[src/rtl/muldiv_issue_ctrl_pkg.sv]
// muldiv_issue_ctrl_pkg: shared op encodings, FSM states and request bundle for the M-unit issue controller
package muldiv_issue_ctrl_pkg;
    typedef enum logic [2:0] {
        MULDIV_MUL    = 3'd0,
        MULDIV_MULH   = 3'd1,
        MULDIV_MULHSU = 3'd2,
        MULDIV_MULHU  = 3'd3,
        MULDIV_DIV    = 3'd4,
        MULDIV_DIVU   = 3'd5,
        MULDIV_REM    = 3'd6,
        MULDIV_REMU   = 3'd7
    } muldiv_op_e;

    typedef enum logic [1:0] {MDC_IDLE, MDC_ISSUE, MDC_WAIT, MDC_WB} mdc_state_e;

    typedef struct packed {
        muldiv_op_e  op;
        logic [31:0] a;
        logic [31:0] b;
    } md_req_t;
endpackage

[src/rtl/muldiv_issue_ctrl_if.sv]
// muldiv_issue_ctrl_if: start/op/operand/result handshake between the issue controller and the multiply/divide unit
interface muldiv_issue_ctrl_if;
    import muldiv_issue_ctrl_pkg::*;
    logic        md_start;
    muldiv_op_e  md_op;
    logic [31:0] md_operand_a;
    logic [31:0] md_operand_b;
    logic        md_busy;
    logic        md_done;
    logic [31:0] md_result;
    modport master (output md_start, md_op, md_operand_a, md_operand_b, input md_busy, md_done, md_result);
    modport slave (input md_start, md_op, md_operand_a, md_operand_b, output md_busy, md_done, md_result);
endinterface

[src/rtl/muldiv_issue_ctrl_memo.sv]
// muldiv_memo: single-entry cache of the last completed op/operands/result with an exact-match hit check
module muldiv_memo
    import muldiv_issue_ctrl_pkg::*;
(
    input  logic        clk_i,
    input  logic        rst_n_i,
    input  logic        upd_i,
    input  md_req_t     upd_req_i,
    input  logic [31:0] upd_result_i,
    input  md_req_t     look_req_i,
    output logic        hit_o,
    output logic [31:0] result_o
);
    logic        valid_q;
    md_req_t     req_q;
    logic [31:0] result_q;

    // Remember the most recent operation the unit completed; only reset clears it
    always_ff @(posedge clk_i or negedge rst_n_i) begin
        if (!rst_n_i) begin
            valid_q  <= 1'b0;
            req_q    <= '0;
            result_q <= '0;
        end else if (upd_i) begin
            valid_q  <= 1'b1;
            req_q    <= upd_req_i;
            result_q <= upd_result_i;
        end
    end

    assign hit_o    = valid_q && (req_q == look_req_i);
    assign result_o = result_q;
endmodule

[src/rtl/muldiv_issue_ctrl.sv]
// muldiv_issue_ctrl: EX-stage issue/stall/writeback sequencer for the RV32M multi-cycle unit
module muldiv_issue_ctrl
    import muldiv_issue_ctrl_pkg::*;
#(
    parameter int TIMEOUT_CYCLES = 64,
    parameter bit MEMO_EN        = 1'b1
) (
    input  logic                clk_i,
    input  logic                rst_n_i,
    input  logic                ex_valid_i,
    input  logic                ex_is_muldiv_i,
    input  logic [2:0]          ex_op_i,
    input  logic [31:0]         ex_rs1_i,
    input  logic [31:0]         ex_rs2_i,
    input  logic [4:0]          ex_rd_i,
    input  logic                flush_i,
    output logic                stall_o,
    muldiv_issue_ctrl_if.master md,
    output logic                wb_valid_o,
    output logic [4:0]          wb_rd_o,
    output logic [31:0]         wb_data_o,
    output logic                timeout_o
);
    localparam int CW = $clog2(TIMEOUT_CYCLES + 1);

    mdc_state_e  state_q, state_d;
    md_req_t     req_q, req_d, ex_req;
    logic [4:0]  rd_q, rd_d;
    logic [31:0] data_q, data_d, memo_result;
    logic        kill_q, kill_d, timeout_q, timeout_d;
    logic [CW-1:0] cnt_q, cnt_d;
    logic        req, hit, expire, memo_upd, in_flight;

    assign req       = ex_valid_i & ex_is_muldiv_i & ~flush_i;
    assign ex_req    = '{op: muldiv_op_e'(ex_op_i), a: ex_rs1_i, b: ex_rs2_i};
    assign in_flight = (state_q == MDC_ISSUE) || (state_q == MDC_WAIT);
    assign memo_upd  = (state_q == MDC_WAIT) && md.md_done;
    assign expire    = cnt_d == CW'(TIMEOUT_CYCLES);

    if (MEMO_EN) begin : g_memo
        muldiv_memo u_memo (
            .clk_i        (clk_i),
            .rst_n_i      (rst_n_i),
            .upd_i        (memo_upd),
            .upd_req_i    (req_q),
            .upd_result_i (md.md_result),
            .look_req_i   (ex_req),
            .hit_o        (hit),
            .result_o     (memo_result)
        );
    end else begin : g_no_memo
        assign hit         = 1'b0;
        assign memo_result = '0;
    end

    // State and datapath registers; reset drops any in-flight operation
    always_ff @(posedge clk_i or negedge rst_n_i) begin
        if (!rst_n_i) begin
            state_q   <= MDC_IDLE;
            req_q     <= '0;
            rd_q      <= '0;
            data_q    <= '0;
            kill_q    <= 1'b0;
            timeout_q <= 1'b0;
            cnt_q     <= '0;
        end else begin
            state_q   <= state_d;
            req_q     <= req_d;
            rd_q      <= rd_d;
            data_q    <= data_d;
            kill_q    <= kill_d;
            timeout_q <= timeout_d;
            cnt_q     <= cnt_d;
        end
    end

    // Next state: a killed op still drains the unit but skips writeback
    always_comb begin
        state_d = state_q;
        case (state_q)
            MDC_IDLE:  if (req) state_d = hit ? MDC_WB : MDC_ISSUE;
            MDC_ISSUE: if (md.md_start) state_d = MDC_WAIT;
            MDC_WAIT:  if (md.md_done || expire) state_d = kill_d ? MDC_IDLE : MDC_WB;
            default:   state_d = MDC_IDLE;
        endcase
    end

    // Datapath next values: capture on accept, result on done, zero on watchdog expiry
    always_comb begin
        req_d     = (state_q == MDC_IDLE && req) ? ex_req : req_q;
        rd_d      = (state_q == MDC_IDLE && req) ? ex_rd_i : rd_q;
        kill_d    = in_flight & (kill_q | flush_i);
        cnt_d     = (state_q == MDC_WAIT) ? cnt_q + 1'b1 : '0;
        data_d    = (state_q == MDC_IDLE && req && hit) ? memo_result :
                    memo_upd ? md.md_result :
                    (state_q == MDC_WAIT && expire) ? 32'd0 : data_q;
        timeout_d = timeout_q | (state_q == MDC_WAIT && !md.md_done && expire);
    end

    // Outputs: stall while the op is outstanding, except killed ops only hold back M instructions
    always_comb begin
        md.md_start = (state_q == MDC_ISSUE) & ~md.md_busy & ~md.md_done;
        stall_o     = (state_q == MDC_IDLE) ? req :
                      (state_q == MDC_WB) ? 1'b0 :
                      kill_q ? (ex_valid_i & ex_is_muldiv_i) : 1'b1;
        wb_valid_o  = (state_q == MDC_WB) & ~flush_i;
    end

    assign md.md_op        = req_q.op;
    assign md.md_operand_a = req_q.a;
    assign md.md_operand_b = req_q.b;
    assign wb_rd_o         = rd_q;
    assign wb_data_o       = data_q;
    assign timeout_o       = timeout_q;
endmodule

[src/flat_wrapper.sv]
// flat-port wrapper written by rule: the top's interface ports become plain ports
module muldiv_issue_ctrl_flat import muldiv_issue_ctrl_pkg::*;
#(
    parameter int TIMEOUT_CYCLES = 64,
    parameter bit MEMO_EN        = 1'b1
)
  (clk_i, rst_n_i, ex_valid_i, ex_is_muldiv_i, ex_op_i, ex_rs1_i, ex_rs2_i, ex_rd_i, flush_i, stall_o, wb_valid_o, wb_rd_o, wb_data_o, timeout_o, md_md_start, md_md_op, md_md_operand_a, md_md_operand_b, md_md_busy, md_md_done, md_md_result);
  muldiv_issue_ctrl_if md_i ();
  input  logic clk_i;
  input  logic rst_n_i;
  input  logic ex_valid_i;
  input  logic ex_is_muldiv_i;
  input  logic [2:0] ex_op_i;
  input  logic [31:0] ex_rs1_i;
  input  logic [31:0] ex_rs2_i;
  input  logic [4:0] ex_rd_i;
  input  logic flush_i;
  output logic stall_o;
  output logic wb_valid_o;
  output logic [4:0] wb_rd_o;
  output logic [31:0] wb_data_o;
  output logic timeout_o;
  output wire logic [$bits(md_i.md_start)-1:0] md_md_start;
  output wire logic [$bits(md_i.md_op)-1:0] md_md_op;
  output wire logic [$bits(md_i.md_operand_a)-1:0] md_md_operand_a;
  output wire logic [$bits(md_i.md_operand_b)-1:0] md_md_operand_b;
  input wire logic [$bits(md_i.md_busy)-1:0] md_md_busy;
  input wire logic [$bits(md_i.md_done)-1:0] md_md_done;
  input wire logic [$bits(md_i.md_result)-1:0] md_md_result;
  assign md_md_start = md_i.md_start;
  assign md_md_op = md_i.md_op;
  assign md_md_operand_a = md_i.md_operand_a;
  assign md_md_operand_b = md_i.md_operand_b;
  assign md_i.md_busy = md_md_busy;
  assign md_i.md_done = md_md_done;
  assign md_i.md_result = md_md_result;
  muldiv_issue_ctrl #(.TIMEOUT_CYCLES(TIMEOUT_CYCLES), .MEMO_EN(MEMO_EN)) u_core (.clk_i(clk_i), .rst_n_i(rst_n_i), .ex_valid_i(ex_valid_i), .ex_is_muldiv_i(ex_is_muldiv_i), .ex_op_i(ex_op_i), .ex_rs1_i(ex_rs1_i), .ex_rs2_i(ex_rs2_i), .ex_rd_i(ex_rd_i), .flush_i(flush_i), .stall_o(stall_o), .md(md_i), .wb_valid_o(wb_valid_o), .wb_rd_o(wb_rd_o), .wb_data_o(wb_data_o), .timeout_o(timeout_o));
endmodule
[config.mk]
export PLATFORM = sky130hd
export DESIGN_NAME = muldiv_issue_ctrl_flat
export DESIGN_NICKNAME = d
export VERILOG_FILES = /design/src/rtl/muldiv_issue_ctrl_pkg.sv /design/src/rtl/muldiv_issue_ctrl_if.sv /design/src/rtl/muldiv_issue_ctrl_memo.sv /design/src/rtl/muldiv_issue_ctrl.sv /design/src/flat_wrapper.sv
export SDC_FILE = /design/constraint.sdc
export NUM_CORES = 1
export LEC_CHECK = 0
export CAP_MARGIN = 0
export CORE_MARGIN = 2
export CORE_UTILIZATION = 25
export DETAILED_ROUTE_END_ITERATION = 16
export DONT_BUFFER_PORTS = 1
export PLACE_DENSITY_LB_ADDON = 0.08
export SETUP_SLACK_MARGIN = 0.5
export SYNTH_ARGS = -nofsm -noshare
export SYNTH_HDL_FRONTEND = slang
export SYNTH_HIERARCHICAL = 1
export SYNTH_SLANG_ARGS = --single-unit
[constraint.sdc]
create_clock -name clk_i -period 3.1 [get_ports clk_i]
set_clock_uncertainty 0.05 [all_clocks]
set_input_delay 0.62 -clock clk_i [delete_from_list [all_inputs] [get_ports clk_i]]
set_output_delay 0.62 -clock clk_i [all_outputs]
set_load 0.02 [all_outputs]
==> run_results.csv, run 1 <==
group,metric,value,unit
setup_path,r2r-end,"u_core/wb_data_o[27]",
setup_path,required,3.50,ns
pwr,irDropWorstVdd,410,uV
global_routing,grt_max_degree,216,
synthesis,yosysSeqAreaShare,56.9,%
synthesis,synth-async-reset-ratio,100,%
setup_path,rr_startpoint,"u_core/g_memo.u_memo/req_q[18]",
placement,place.gp.congestion,0.697,
cells_and_area,antennaDiodeCount,0,
global_routing,antenna_found_initial,0,
floorplanning,die_h,199,um
setup_path,cp-start-kind,"flop",
timing,hold_violations,215,
min_path,min_path_type,"input port to async pin",
global_routing,use_met1,19.5,%
placement,place_inst,1350,
cells_and_area,drive_gt1_share,26.8,%
timing,fin_setup_tns,0,ns
synthesis,synth-edff-count,0,
cts,clk_pin_slew,0.06,ns
placement,place_area,10200,um^2
synthesis,synthFlopType,"dfrtp_1",
pwr,power.leakage,0.00545,uW
cells_and_area,n_fill_cell,3893,
synthesis,synth_cell_types,47,
floorplanning,rows,71,
synthesis,syn_area_per_cell,11.1,um^2
synthesis,synth_most_common_cell,"nand2_1",
global_routing,grt_first_pass_wirelength,43000,um
drt,vias_per_cell,4.47,
timing,holdWs,-0.277,ns
drt,drc_errors,0,
floorplanning,die_w,199,um
global_routing,grtUsageTotal,14.5,%
global_routing,top_usage_layer,"met2",
synthesis,syn_nets,969,
cts,cts.sinks,215,
setup_path,reg2regPathDepth,11,
placement,dp_hpwl,19000,um
timing,slew_headroom,33.9,%
synthesis,yosys_warnings,6,
timing,rsz0062_at_grt,"true",
global_routing,grt-ovfl-total,0,
setup_path,crit_start,"u_core/g_memo.u_memo/req_q[18]",
timing,drv_slew,0,
timing,max_freq,399,MHz
synthesis,syn_area,9460,um^2
cells_and_area,area_growth,22.5,%
setup_path,critical-path-top-delay-family,"simple AND/OR/NAND/NOR gates",
floorplanning,core,37500,um^2
drt,post_drt_wl_per_cell,21.1,um
cells_and_area,fin_area,11600,um^2
timing,worstMarginPinSlew,0.992,ns
run_status,violations,"hold timing",
synthesis,synth_top_area_share,56.9,%
drt,wl,29800,um
placement,post-place-ws,-0.0854,ns
synthesis,synth.largest_area_cell,"dfrtp_1",
timing,setup_violations,0,
timing,fin_crit,2.51,ns
cts,cts_tree,"done",
placement,io_buffers,0,
synthesis,ys_ff_latch,215,
setup_path,critical_path_class,"flop to flop",
timing,fin_crit_sh,80.9,%
synthesis,synthTopCellsByArea,"dfrtp_1 (57%), mux2_2 (11%), nand2_1 (9.1%)",
floorplanning,ios,219,
cts,cts_root_buf,"clkbuf_16",
global_routing,met3_usage,4.93,%
setup_path,crit_slowest_cell,"dfrtp_1",
floorplanning,design.die.area,39400,um^2
setup_path,worst-path-max-fanout,8,
setup_path,cp-end-kind,"flop",
cells_and_area,stdcell_count,1414,
setup_path,arrival,2.91,ns
synthesis,synth_top_cells_by_count,"nand2_1 (230), dfrtp_1 (215), mux2_2 (91), mux2i_1 (33), nor2_1 (33)",
setup_path,crit_buf_inv,3,
run_status,status,"finished with violations",
setup_path,path_cells,"xnor2_1, nand4_1, nor4_2, nand4_1, nor4_2, buf_4, nand2_4, nor4b_4, buf_12, clkbuf_16, a211oi_2",
drt,drt_first_iter_violations,291,
setup_path,r2r_setup_slack,0.59,ns
pwr,p_per_area,1050,nW/um^2
drt,ant_nets,0,
setup_path,max_stage_delay,0.38,ns
flow_run,maxCapViolCount,0,
cells_and_area,final_net_count,999,
floorplanning,initial_utilization,25.2,%
setup_path,critPathCapture,"u_core/wb_data_o[27]",
cts,insertion_delay,0.54,ns
drt,firstDrtPassIters,4,
drt,vias,6325,
setup_path,cp.depth,11,
global_routing,met2_usage,22.1,%
synthesis,netlist_instances,853,
global_routing,grt_pass1_vias,6553,
timing,fin_ws,0.593,ns
cts,clockBufferDepth,3,
cts,htree_levels,1,
cts,cts_made_buffers,27,
## sequential cells by signal, summed over array words and instances (netlist names)
signal                         cells
u_core/g_memo.u_memo/result_o     32
u_core/state_q                     2
u_core/md.md_operand_b            32
u_core/timeout_o                   1
u_core/cnt_q                       7
u_core/md.md_operand_a            32
u_core/g_memo.u_memo/req_q        67
u_core/md.md_op                    3
u_core/kill_q                      1
u_core/wb_rd_o                     5
u_core/g_memo.u_memo/valid_q       1
u_core/wb_data_o                  32
## what timing repair did
action	4_1_cts	5_1_grt
setup endpoints to repair	34	32
endpoints found under the hold margin	215	215
gates resized for setup	23	40
setup buffers	4	4
cloned	0	7
pin swaps	7	7
## layout by cell type, fill, tap and decap left out, types with 5 or more instances in the layout
cell / Yosys / routed
nand2_1: 230 / 227
xor2_1: 32 / 32
xnor2_1: 26 / 19
mux2i_1: 33 / 33
and2_1: 7 / 6
xnor2_2: 0 / 6
clkbuf_16: 0 / 31
nand3_1: 6 / 6
nor2_1: 33 / 26
dfrtp_1: 215 / 215
clkbuf_8: 0 / 10
nor2_2: 0 / 5
nand4_1: 11 / 11
a211oi_2: 3 / 30
inv_1: 24 / 23
mux2_2: 91 / 91
buf_4: 0 / 26
clkinv_2: 0 / 5
nor4_2: 1 / 6
buf_6: 3 / 6
clkbuf_1: 20 / 5
o21ai_0: 12 / 12
ha_1: 5 / 5
## layout make-up
type | count | area, um^2 | share of cell area, %
Sequential cell | 215 | 5380 | 46.4
Timing Repair Buffer | 42 | 485 | 4.19
Clock inverter | 7 | 62.6 | 0.540
Multi-Input combinational cell | 573 | 4100 | 35.4
Clock buffer | 42 | 832 | 7.18
Tap cell | 511 | 639 | 5.52
Inverter | 24 | 92.6 | 0.799
## through the flow
step | power [uW] | util, %
6_report | 12200 | 30.9
3_5_place_dp | 8880 | 27.1
4_1_cts | 12300 | 30.0
2_1_floorplan | 7760 | -
5_1_grt | 13000 | 30.9
3_3_place_gp | 8860 | 27.1
## cells by family after synthesis
family	count (synthesis)	synth area share, %
flops	215	56.9
buf+inv	65	2.99
simple gates	315	14.2
mux	124	14.3
fa+ha+maj	5	0.661
compound gates	71	5.54
xor+xnor	58	5.37
## metal layers
| layer | vias up | wire length [um] |
|---|---|---|
| li1 | 2957 | - |
| met1 | 3168 | 13300 |
| met2 | 159 | 13400 |
| met4 | 0 | 831 |
| met3 | 41 | 2280 |
| met5 | - | 0 |
## how the worst min path moves through the flow
| stage | startpoint | endpoint | slack [ns] | cells past startpoint |
|---|---|---|---|---|
| 2_1_floorplan | rst_n_i | u_core/cnt_q[0] | 0.27 | 0 |
| 3_3_place_gp | rst_n_i | u_core/wb_rd_o[2] | 0.28 | 0 |
| 3_5_place_dp | rst_n_i | u_core/wb_rd_o[2] | 0.28 | 0 |
| 4_1_cts | rst_n_i | u_core/wb_rd_o[2] | -0.32 | 0 |
| 5_1_grt | rst_n_i | u_core/wb_rd_o[2] | -0.32 | 0 |
| 6_report | rst_n_i | u_core/wb_rd_o[3] | -0.28 | 0 |
## power breakdown
group | internal, uW | switching (uW) | total [uW]
Clock | 1910 | 1270 | 3180
Combinational | 1560 | 1380 | 2940
Sequential | 4100 | 1940 | 6040
Power figures use the tool's default switching activity.
==> run 2, diff against run 1 <==
==> constraint.sdc (replaced) <==
create_clock -name clk_i -period 2.4 [get_ports clk_i]
set_clock_uncertainty 0.05 [all_clocks]
set_input_delay 0.48 -clock clk_i [delete_from_list [all_inputs] [get_ports clk_i]]
set_output_delay 0.48 -clock clk_i [all_outputs]
set_load 0.02 [all_outputs]
==> run 2 against run 1 <==
  * The flow finishes with violations (hold timing, setup timing)
  * Die area unchanged
  * Count of clock-buffer cells in the layout unchanged
  * Via count up 7.8%
  * Utilization up 3.9 points
  * Flip-flop and latch count unchanged
  * First-iteration DRC count down 26%
  * Critical path type unchanged
  * Critical endpoint is now u_core/wb_data_o[23]
  * Largest power group unchanged
==> run_results.csv, run 2 (synthesis gave the netlist of run 1 again) <==
group,metric,value,unit
setup_path,crit_buf_inv,1,
cts,cts_root_buf,"clkbuf_16",
global_routing,grtUsageTotal,15.4,%
timing,fin_crit,2.60,ns
cts,cts_made_buffers,28,
timing,setup_violations,33,
timing,holdWs,-0.416,ns
pwr,p_per_area,1270,nW/um^2
cells_and_area,largest_register,"u_core/g_memo.u_memo/req_q",
pwr,power.leakage,0.00605,uW
placement,place.gp.congestion,0.701,
drt,ant_nets,0,
timing,max_freq,385,MHz
cts,cts_hold_buf,98,
timing,worstMarginPinSlew,0.756,ns
drt,wl_met2,13900,um
cells_and_area,final_common_cell,"nand2_1",
floorplanning,initial_utilization,25.2,%
drt,firstDrtPassIters,4,
cells_and_area,stdcell_count,1533,
drt,vias,6818,
timing,fin_crit_sh,108,%
global_routing,grt_max_degree,216,
drt,routed.top_layer,"met4",
floorplanning,ios,219,
timing,slew_headroom,49.4,%
pwr,irDropWorstVdd,596,uV
global_routing,antenna_found_initial,0,
global_routing,grt_first_pass_wirelength,45800,um
timing,drv_slew,0,
floorplanning,die_w,199,um
cells_and_area,n_fill_cell,3855,
cts,cts_tree,"done",
setup_path,required,2.76,ns
drt,wl,31100,um
cts,insertion_delay,0.55,ns
cts,clk_pin_slew,0.06,ns
setup_path,cp-end-kind,"flop",
setup_path,critical-path-top-delay-family,"simple AND/OR/NAND/NOR gates",
drt,met1_length,14300,um
setup_path,r2r_setup_slack,-0.20,ns
global_routing,grt_pass1_vias,7174,
flow_run,maxCapViolCount,0,
floorplanning,rows,71,
floorplanning,die_h,199,um
global_routing,grt-ovfl-total,0,
floorplanning,core,37500,um^2
drt,drc_errors,0,
timing,fin_setup_tns,-4.87,ns
cells_and_area,area_growth,38.1,%
placement,io_buffers,0,
setup_path,r2r-end,"u_core/wb_data_o[23]",
timing,rsz0062_at_grt,"true",
cells_and_area,final_net_count,1118,
cts,cts.sinks,215,
placement,place_inst,1356,
setup_path,crit_slowest_cell,"nor4b_4",
timing,hold_violations,215,
min_path,min_path_type,"input port to async pin",
placement,dp_hpwl,17900,um
cts,htree_levels,1,
drt,wl_met3,2350,um
setup_path,max_stage_delay,0.70,ns
timing,fin_ws,-0.199,ns
floorplanning,design.die.area,39400,um^2
setup_path,arrival,2.96,ns
cells_and_area,largest_reg_flops,67,
setup_path,cp-start-kind,"flop",
setup_path,worst-path-max-fanout,7,
cells_and_area,antennaDiodeCount,0,
drt,post_drt_wl_per_cell,20.3,um
run_status,status,"finished with violations",
run_status,violations,"hold timing, setup timing",
drt,vias_per_cell,4.45,
setup_path,rr_startpoint,"u_core/cnt_q[0]",
drt,drt_first_iter_violations,216,
cells_and_area,drive_gt1_share,27.5,%
setup_path,path_cells,"ha_4, nand4_1, or4b_4, and2_4, nor4b_4, clkbuf_16, a211oi_2",
cells_and_area,layout_common_cells,"nand2_1 (227), dfrtp_1 (213), dlygate4sd3_1 (98)",
cts,clockBufferDepth,3,
setup_path,reg2regPathDepth,7,
setup_path,critical_path_class,"flop to flop",
==> run 2: cell types whose count changed in the layout (fill, tap and decap cells not counted), moves of 4 or more <==
| cell | delta |
|---|---|
| ha_4 | +5 |
| buf_4 | +6 |
| buf_16 | +4 |
| dlygate4sd3_1 | +98 |
| ha_1 | -5 |
| nor2_1 | -6 |
| buf_12 | +6 |
| nor2_2 | +8 |
==> run 2: repair_timing <==
item	in CTS	in global routing
setup endpoints to repair	129	118
resized for setup	61	35
pin swaps	8	11
setup buffers	11	6
endpoints found under the hold margin	313	215
cloned	4	8
==> run 2: per-stage QoR <==
stage          cell area [um^2]  setup slack (ns)  power, uW  utilization, %
2_1_floorplan              9530             0.193      10100               -
3_3_place_gp              10300            -0.444      11400            27.4
3_5_place_dp              10300            -0.418      11400            27.4
4_1_cts                   12700            -0.161      16600            33.9
5_1_grt                   13100            -0.320      17600            34.8
6_report                  13100            -0.199      16600            34.8
==> run 2: cell type report <==
class | count | area [um^2] | share of cell area (%)
Clock buffer | 42 | 855 | 6.54
Clock inverter | 8 | 90.1 | 0.690
Inverter | 24 | 103 | 0.786
Multi-Input combinational cell | 573 | 4190 | 32.1
Sequential cell | 215 | 5380 | 41.2
Tap cell | 511 | 639 | 4.90
Timing Repair Buffer | 160 | 1800 | 13.8
==> run 2: power by group <==
group,internal [uW],switching (uW)
clock,2650,1660
sequential,5300,2510
combinational,2530,1930
==> run 2: how the worst max path moves through the flow <==
stage	endpoint	start	cells past startpoint	slack (ns)
after floorplan	u_core/wb_data_o[2]	u_core/cnt_q[0]	7	0.19
after global placement	u_core/wb_data_o[16]	ex_rs2_i[0]	10	-0.44
after detailed placement	u_core/wb_data_o[30]	ex_rs2_i[0]	10	-0.42
after CTS	u_core/state_q[1]	u_core/g_memo.u_memo/req_q[9]	11	-0.16
after global routing	u_core/state_q[1]	u_core/g_memo.u_memo/req_q[0]	10	-0.32
final	u_core/wb_data_o[23]	u_core/cnt_q[0]	7	-0.20
==> run 2: routing by layer <==
metal	vias to the layer above	track usage [%]
li1	3197	-
met1	3406	21.2
met2	177	23.3
met3	38	4.71
met4	0	4.28
met5	-	0
==> run 3, diff against run 2 <==
--- a/config.mk
+++ b/config.mk
@@ -16,3 +16,4 @@
 export SYNTH_HDL_FRONTEND = slang
 export SYNTH_HIERARCHICAL = 1
 export SYNTH_SLANG_ARGS = --single-unit
+export TNS_END_PERCENT = 1
==> run 3 against run 2 <==
  * The flow still finishes with violations (hold timing, setup timing)
  * Hold slack worse by 0.00058 ns
  * Utilization fell by 1.4 points
  * Final cell count down 0.59%
  * Non-clock buffer count is 7 lower
  * Sequential share of layout area is 1.7 points higher
  * Critical path depth rose by 4
  * Largest cell class unchanged
==> run_results.csv, run 3 (synthesis gave the netlist of run 1 again) <==
group,metric,value,unit
setup_path,critical_path_class,"flop to flop",
cts,insertion_delay,0.55,ns
cts,cts_root_buf,"clkbuf_16",
drt,vias_per_cell,4.42,
cts,cts_tree,"done",
floorplanning,core,37500,um^2
cts,cts_hold_buf,97,
placement,place_area,10400,um^2
cts,cts_made_buffers,27,
floorplanning,die_h,199,um
timing,fin_ws,-0.299,ns
cells_and_area,n_fill_cell,3888,
drt,drc_errors,0,
timing,hold_violations,215,
cells_and_area,antennaDiodeCount,0,
cts,cts.sinks,215,
timing,max_freq,370,MHz
cells_and_area,largest_reg_flops,67,
setup_path,arrival,3.12,ns
global_routing,grt_max_degree,216,
cells_and_area,final_net_count,1110,
cells_and_area,fin_util,33.4,%
floorplanning,ios,219,
drt,drt_first_iter_violations,272,
pwr,finalPower,15900,uW
run_status,status,"finished with violations",
run_status,violations,"hold timing, setup timing",
min_path,min_path_type,"input port to async pin",
cts,clockBufferDepth,3,
setup_path,cp-end-kind,"flop",
drt,ant_nets,0,
placement,dp_hpwl,19100,um
placement,place.gp.congestion,0.702,
global_routing,grtUsageTotal,15.5,%
timing,drv_slew,0,
floorplanning,rows,71,
timing,worstMarginPinSlew,0.837,ns
setup_path,r2r_setup_slack,-0.30,ns
cells_and_area,final_common_cell,"nand2_1",
cells_and_area,area_growth,32.5,%
timing,rsz0062_at_grt,"true",
drt,vias,6741,
floorplanning,design.die.area,39400,um^2
setup_path,cp-start-kind,"flop",
timing,slew_headroom,44.0,%
global_routing,grt_first_pass_wirelength,46100,um
drt,firstDrtPassIters,4,
pwr,power.leakage,0.00587,uW
global_routing,grt-ovfl-total,0,
drt,wl,30400,um
cells_and_area,largest_register,"u_core/g_memo.u_memo/req_q",
global_routing,grt_pass1_vias,7105,
cells_and_area,drive_gt1_share,24.3,%
cells_and_area,multi_input_area,4050,um^2
timing,fin_crit,2.70,ns
placement,place_inst,1377,
cells_and_area,stdcell_count,1524,
floorplanning,die_w,199,um
timing,holdWs,-0.416,ns
cells_and_area,fin_area,12500,um^2
cts,htree_levels,1,
cells_and_area,regArea,5380,um^2
placement,io_buffers,0,
cells_and_area,layout_common_cells,"nand2_1 (227), dfrtp_1 (213), dlygate4sd3_1 (97)",
timing,setup_violations,33,
timing,fin_crit_sh,112,%
cts,post-cts-setup-buffer-count,0,
pwr,p_per_area,1270,nW/um^2
flow_run,maxCapViolCount,0,
setup_path,worst-path-max-fanout,2,
setup_path,required,2.82,ns
global_routing,antenna_found_initial,0,
floorplanning,initial_utilization,25.2,%
cts,clk_pin_slew,0.06,ns
drt,post_drt_wl_per_cell,19.9,um
pwr,irDropWorstVdd,725,uV
## run 3: cell count changes in the layout (fill, tap and decap cells not counted), sizes merged
cell and change:
clkinv -4, buf -1, dlygate4sd3 -1, clkbuf -3, inv +1, bufinv -1
## run 3: layout make-up
cell class	instances	share of cell area, %
timing repair buffer	153	12.1
inverter	24	0.739
multi-input combinational	573	32.3
clock inverter	4	0.359
clock buffer	44	6.46
sequential	215	42.9
tap	511	5.10
## run 3: layer usage
layer | vias to the layer above | GRT usage [%] | share of wire [%]
met5 | - | 0.511 | 0
met4 | 0 | 3.98 | 2.5
met3 | 37 | 3.66 | 6.0
met2 | 171 | 23.5 | 44
met1 | 3362 | 22.3 | 48
li1 | 3171 | - | -
## run 3: critical path: stages (launching register included)
cell       delay, ns
dfrtp_1         0.38
xor2_1          0.15
nor4_2          0.36
buf_4           0.17
and4_4          0.24
nand4_1         0.13
nor4_4          0.35
buf_4           0.18
a21oi_1         0.06
a2bb2oi_1       0.13
or3_1           0.32
nand4_1         0.09
## run 3: power breakdown
group          leakage (uW)  switching [uW]  internal, uW
combinational       0.00279            1840          2280
sequential          0.00266            2460          5300
clock              0.000421            1630          2390
total               0.00587            5930          9970
## run 3: worst paths after layout
| kind | to | startpoint | cells after the start |
|---|---|---|---|
| worst max-delay path | u_core/state_q[1] | u_core/g_memo.u_memo/req_q[7] | 11 |
| worst min-delay path | u_core/wb_rd_o[2] | rst_n_i | 0 |
| worst max register to register | u_core/state_q[1] | u_core/g_memo.u_memo/req_q[7] | 11 |
| worst min register to register | u_core/g_memo.u_memo/valid_q | u_core/g_memo.u_memo/valid_q | 1 |
| max in group asynchronous | u_core/wb_data_o[8] | rst_n_i | 0 |
| min in group clk_i | u_core/g_memo.u_memo/result_o[14] | md_md_result[14] | 1 |
## run 3: repair_timing
action / CTS / global route
cloned: 2 / 0
pin swaps: 10 / 3
endpoints found under the hold margin: 312 / 215
gates resized for setup: 49 / 6
endpoints found under the setup margin: 128 / 129
## run 3: metrics by stage
stage                     setup WS (ns)  setup TNS (ns)
after floorplan                   0.193               0
after global placement           -0.769          -24.35
after detailed placement         -0.799          -24.53
after CTS                        -0.383          -11.93
after global routing             -0.492          -15.06
final                            -0.299           -8.85
==> patch, RTL diff (flow settings as in run 2) <==
`MEMO_EN` is set to 1'b1 in 2 places; all go to 1'b0.
--- a/src/rtl/muldiv_issue_ctrl.sv
+++ b/src/rtl/muldiv_issue_ctrl.sv
@@ -5,3 +5,3 @@
     parameter int TIMEOUT_CYCLES = 64,
-    parameter bit MEMO_EN        = 1'b1
+    parameter bit MEMO_EN        = 1'b0
 ) (
--- a/src/flat_wrapper.sv
+++ b/src/flat_wrapper.sv
@@ -4,3 +4,3 @@
     parameter int TIMEOUT_CYCLES = 64,
-    parameter bit MEMO_EN        = 1'b1
+    parameter bit MEMO_EN        = 1'b0
 )
Check against the original RTL: not equivalent (a bounded check fails within 10 cycles, from zero or initial values and one cycle with rst_n_i low).
==> patch against run 2 <==
The run ends with negative hold slack left. Total power shrank 47%. Sequential cell count fell by 100. Count of clock-buffer cells in the layout shrank 19. Design area is 56% lower. Wire length down 63%. Register-to-register slack better by 0.60 ns. Setup slack better by 0.47 ns. Area after synthesis is 51% lower. Critical path type is now flop to output port. Critical endpoint is now stall_o. Highest routed layer unchanged.
==> patch: results (changes against run 2) <==
power:
  p_leak_nw: 2.60  # was 6.05 nW
  internal_power_mw: 5.58  # was 10.5 mW
  peakVddDrop_uv: 523  # was 596 uV
clock_network:
  clock_latency_ns: 0.41  # was 0.55 ns
  root_buffer: "clkbuf_16"  # unchanged
  clockBufferDepth: 2  # was 3
  cts_buffers: 17  # was 28
  htree_num_levels: 4  # was 1
  clkSlewWorstSetupHoldPaths_ns: 0.05
global_routing:
  grt_pass1_wl_um: 18200  # was 45,800 um
  antenna_found_initial: 0  # unchanged
  grt_use_total_pct: 12.2  # was 15.4%
  grt_pass1_vias: 3209  # was 7,174
  grt_max_degree: 116  # was 216
synth:
  yosys-top-cells-area: "dfrtp_1 (63%), mux2_2 (18%), nand2_1 (5.8%)"  # was dfrtp_1 (57%), mux2_2 (11%), nand2_1 (9.1%)
  synth_compound_area_share_pct: 6.33  # was 5.54%
  syn-num-nets: 483  # was 969
  muxShareOfSynthArea_pct: 17.9  # was 14.3%
  synthTopCellsByCount: "dfrtp_1 (115), mux2_2 (72), nand2_1 (71)"  # was nand2_1 (230), dfrtp_1 (215), mux2_2 (91)
  yosysMostFrequentCell: "dfrtp_1"  # was nand2_1
  async_reset_ff_share_pct: 100  # unchanged
  ys_warn_count: 6  # unchanged
  ys_types: 34  # was 47
  synth_xor_area_share_pct: 0.761  # was 5.37%
  yosysSeqAreaShare_pct: 62.5  # was 56.9%
  synthAdderAreaFrac_pct: 1.63  # was 0.661%
final_layout:
  drive_gt1_share_pct: 35.3  # was 27.5%
  fillers: 1819  # was 3,855
  n_antenna_cell: 0  # unchanged
  fin_nets: 508  # was 1,118
placement:
  dp_slack_ns: 0.392  # was -0.418 ns
  place_area_mm2: 0.00492  # was 0.0103 mm^2
  place_congestion: 0.716  # was 0.701
  dp_hpwl_um: 7700  # was 17,900 um
  port_buffers: 0  # unchanged
detailed_routing:
  postRouteWirelength_um: 11500  # was 31,100 um
  firstDrtPassIters: 4  # unchanged
  drt_iter0_drc: 118  # was 216
  avgViaCountPerCell: 4.56  # was 4.45
critical_path:
  worstPathArrival_ns: 1.60  # was 2.96 ns
  reg2regPathDepth: 6  # was 7
  cp_max_fo: 4  # was 7
timing:
  hold_viol: 115  # was 215
  max_slew.worst_pin.slew_ns: 0.389  # was 0.756 ns
  holdWs_ns: -0.281  # was -0.416 ns
  setup_violations: 0  # was 33
run_status:
  violations: "negative hold slack"  # was negative hold slack, negative setup slack
  status: "finished, violations left"  # unchanged
hold_path:
  hp-class: "input pin to asynchronous set/reset pin"  # unchanged
[patch: cell count changes after synthesis, moves of 20 or more]
| cell | delta |
|---|---|
| inv_1 | -20 |
| nand2_1 | -159 |
| xor2_1 | -31 |
| dfrtp_1 | -100 |
| mux2i_1 | -33 |
| a21oi_1 | +32 |
| a211oi_1 | -30 |
| xnor2_1 | -23 |
| nor2_1 | -30 |
[patch: worst paths after layout]
| kind | end | slack [ns] | startpoint |
|---|---|---|---|
| worst max register to register | u_core/state_q[0]$_DFFE_PN0P_ | 0.40 | u_core/cnt_q[0]$_DFF_PN0_ |
| worst min-delay path | u_core/kill_q$_DFF_PN0_ | -0.28 | rst_n_i |
| worst max-delay path | stall_o | 0.27 | u_core/state_q[1]$_DFFE_PN0P_ |
| max in group asynchronous | u_core/md.md_operand_a[6]$_DFFE_PN0P_ | 2.40 | rst_n_i |
| worst min register to register | u_core/cnt_q[0]$_DFF_PN0_ | 0.51 | u_core/cnt_q[0]$_DFF_PN0_ |
| min in group clk_i | u_core/wb_data_o[31]$_DFFE_PN0P_ | 0.15 | md_md_result[31] |
[patch: logic make-up after synthesis]
kind of cell	Yosys count
flip-flops	115
adder cells (fa/ha/maj)	6
AO/OA/AOI/OAI	51
AND/OR/NAND/NOR	94
buffers and inverters	23
multiplexers	73
XOR/XNOR	4
[patch: cell type report]
| cell class | count | area (um^2) | share of cell area (%) |
|---|---|---|---|
| sequential | 115 | 2880 | 49.6 |
| multi-input combinational | 228 | 1730 | 29.7 |
| clock buffer | 23 | 498 | 8.58 |
| timing repair buffer | 25 | 297 | 5.11 |
| tap | 229 | 287 | 4.94 |
| clock inverter | 5 | 100 | 1.73 |
| inverter | 4 | 15.0 | 0.259 |
[patch: power groups by stage]
stage                     logic [mW]  clock network, mW  registers, mW
after CTS                       1.70               2.67           4.60
after global routing            1.96               2.77           4.69
after floorplan                 1.23                  0           4.36
after global placement          1.45                  0           4.65
final                           1.73               2.57           4.57
after detailed placement        1.50                  0           4.63
[patch: repair_timing]
item                                   4_1_cts  5_1_grt
resized for setup                           19       11
endpoints found under the hold margin      115      115
setup buffers                                8        4
pin swaps                                    7        7
cloned                                       2        0
setup endpoints to repair                   87       91
[patch: critical path, cell delays in order, from the launching register on]
cell,delay [ns]
dfrtp_2,0.43
buf_4,0.15
ha_4,0.15
a211o_1,0.26
nand2_4,0.08
buf_6,0.11
[patch: through the flow]
stage                     utilization, %  std cells
final                               32.2        629
after global routing                32.2        629
after CTS                           31.7        625
after detailed placement            27.3        587
after global placement              27.3        587
after floorplan                        -        366
[patch: metal layers]
metal,track usage (%),routed length [um],vias to the layer above
met5,0,0,-
met3,6.64,1220,11
li1,-,-,1295
met2,19.3,5660,136
met1,13.8,4420,1424
met4,4.79,192,0
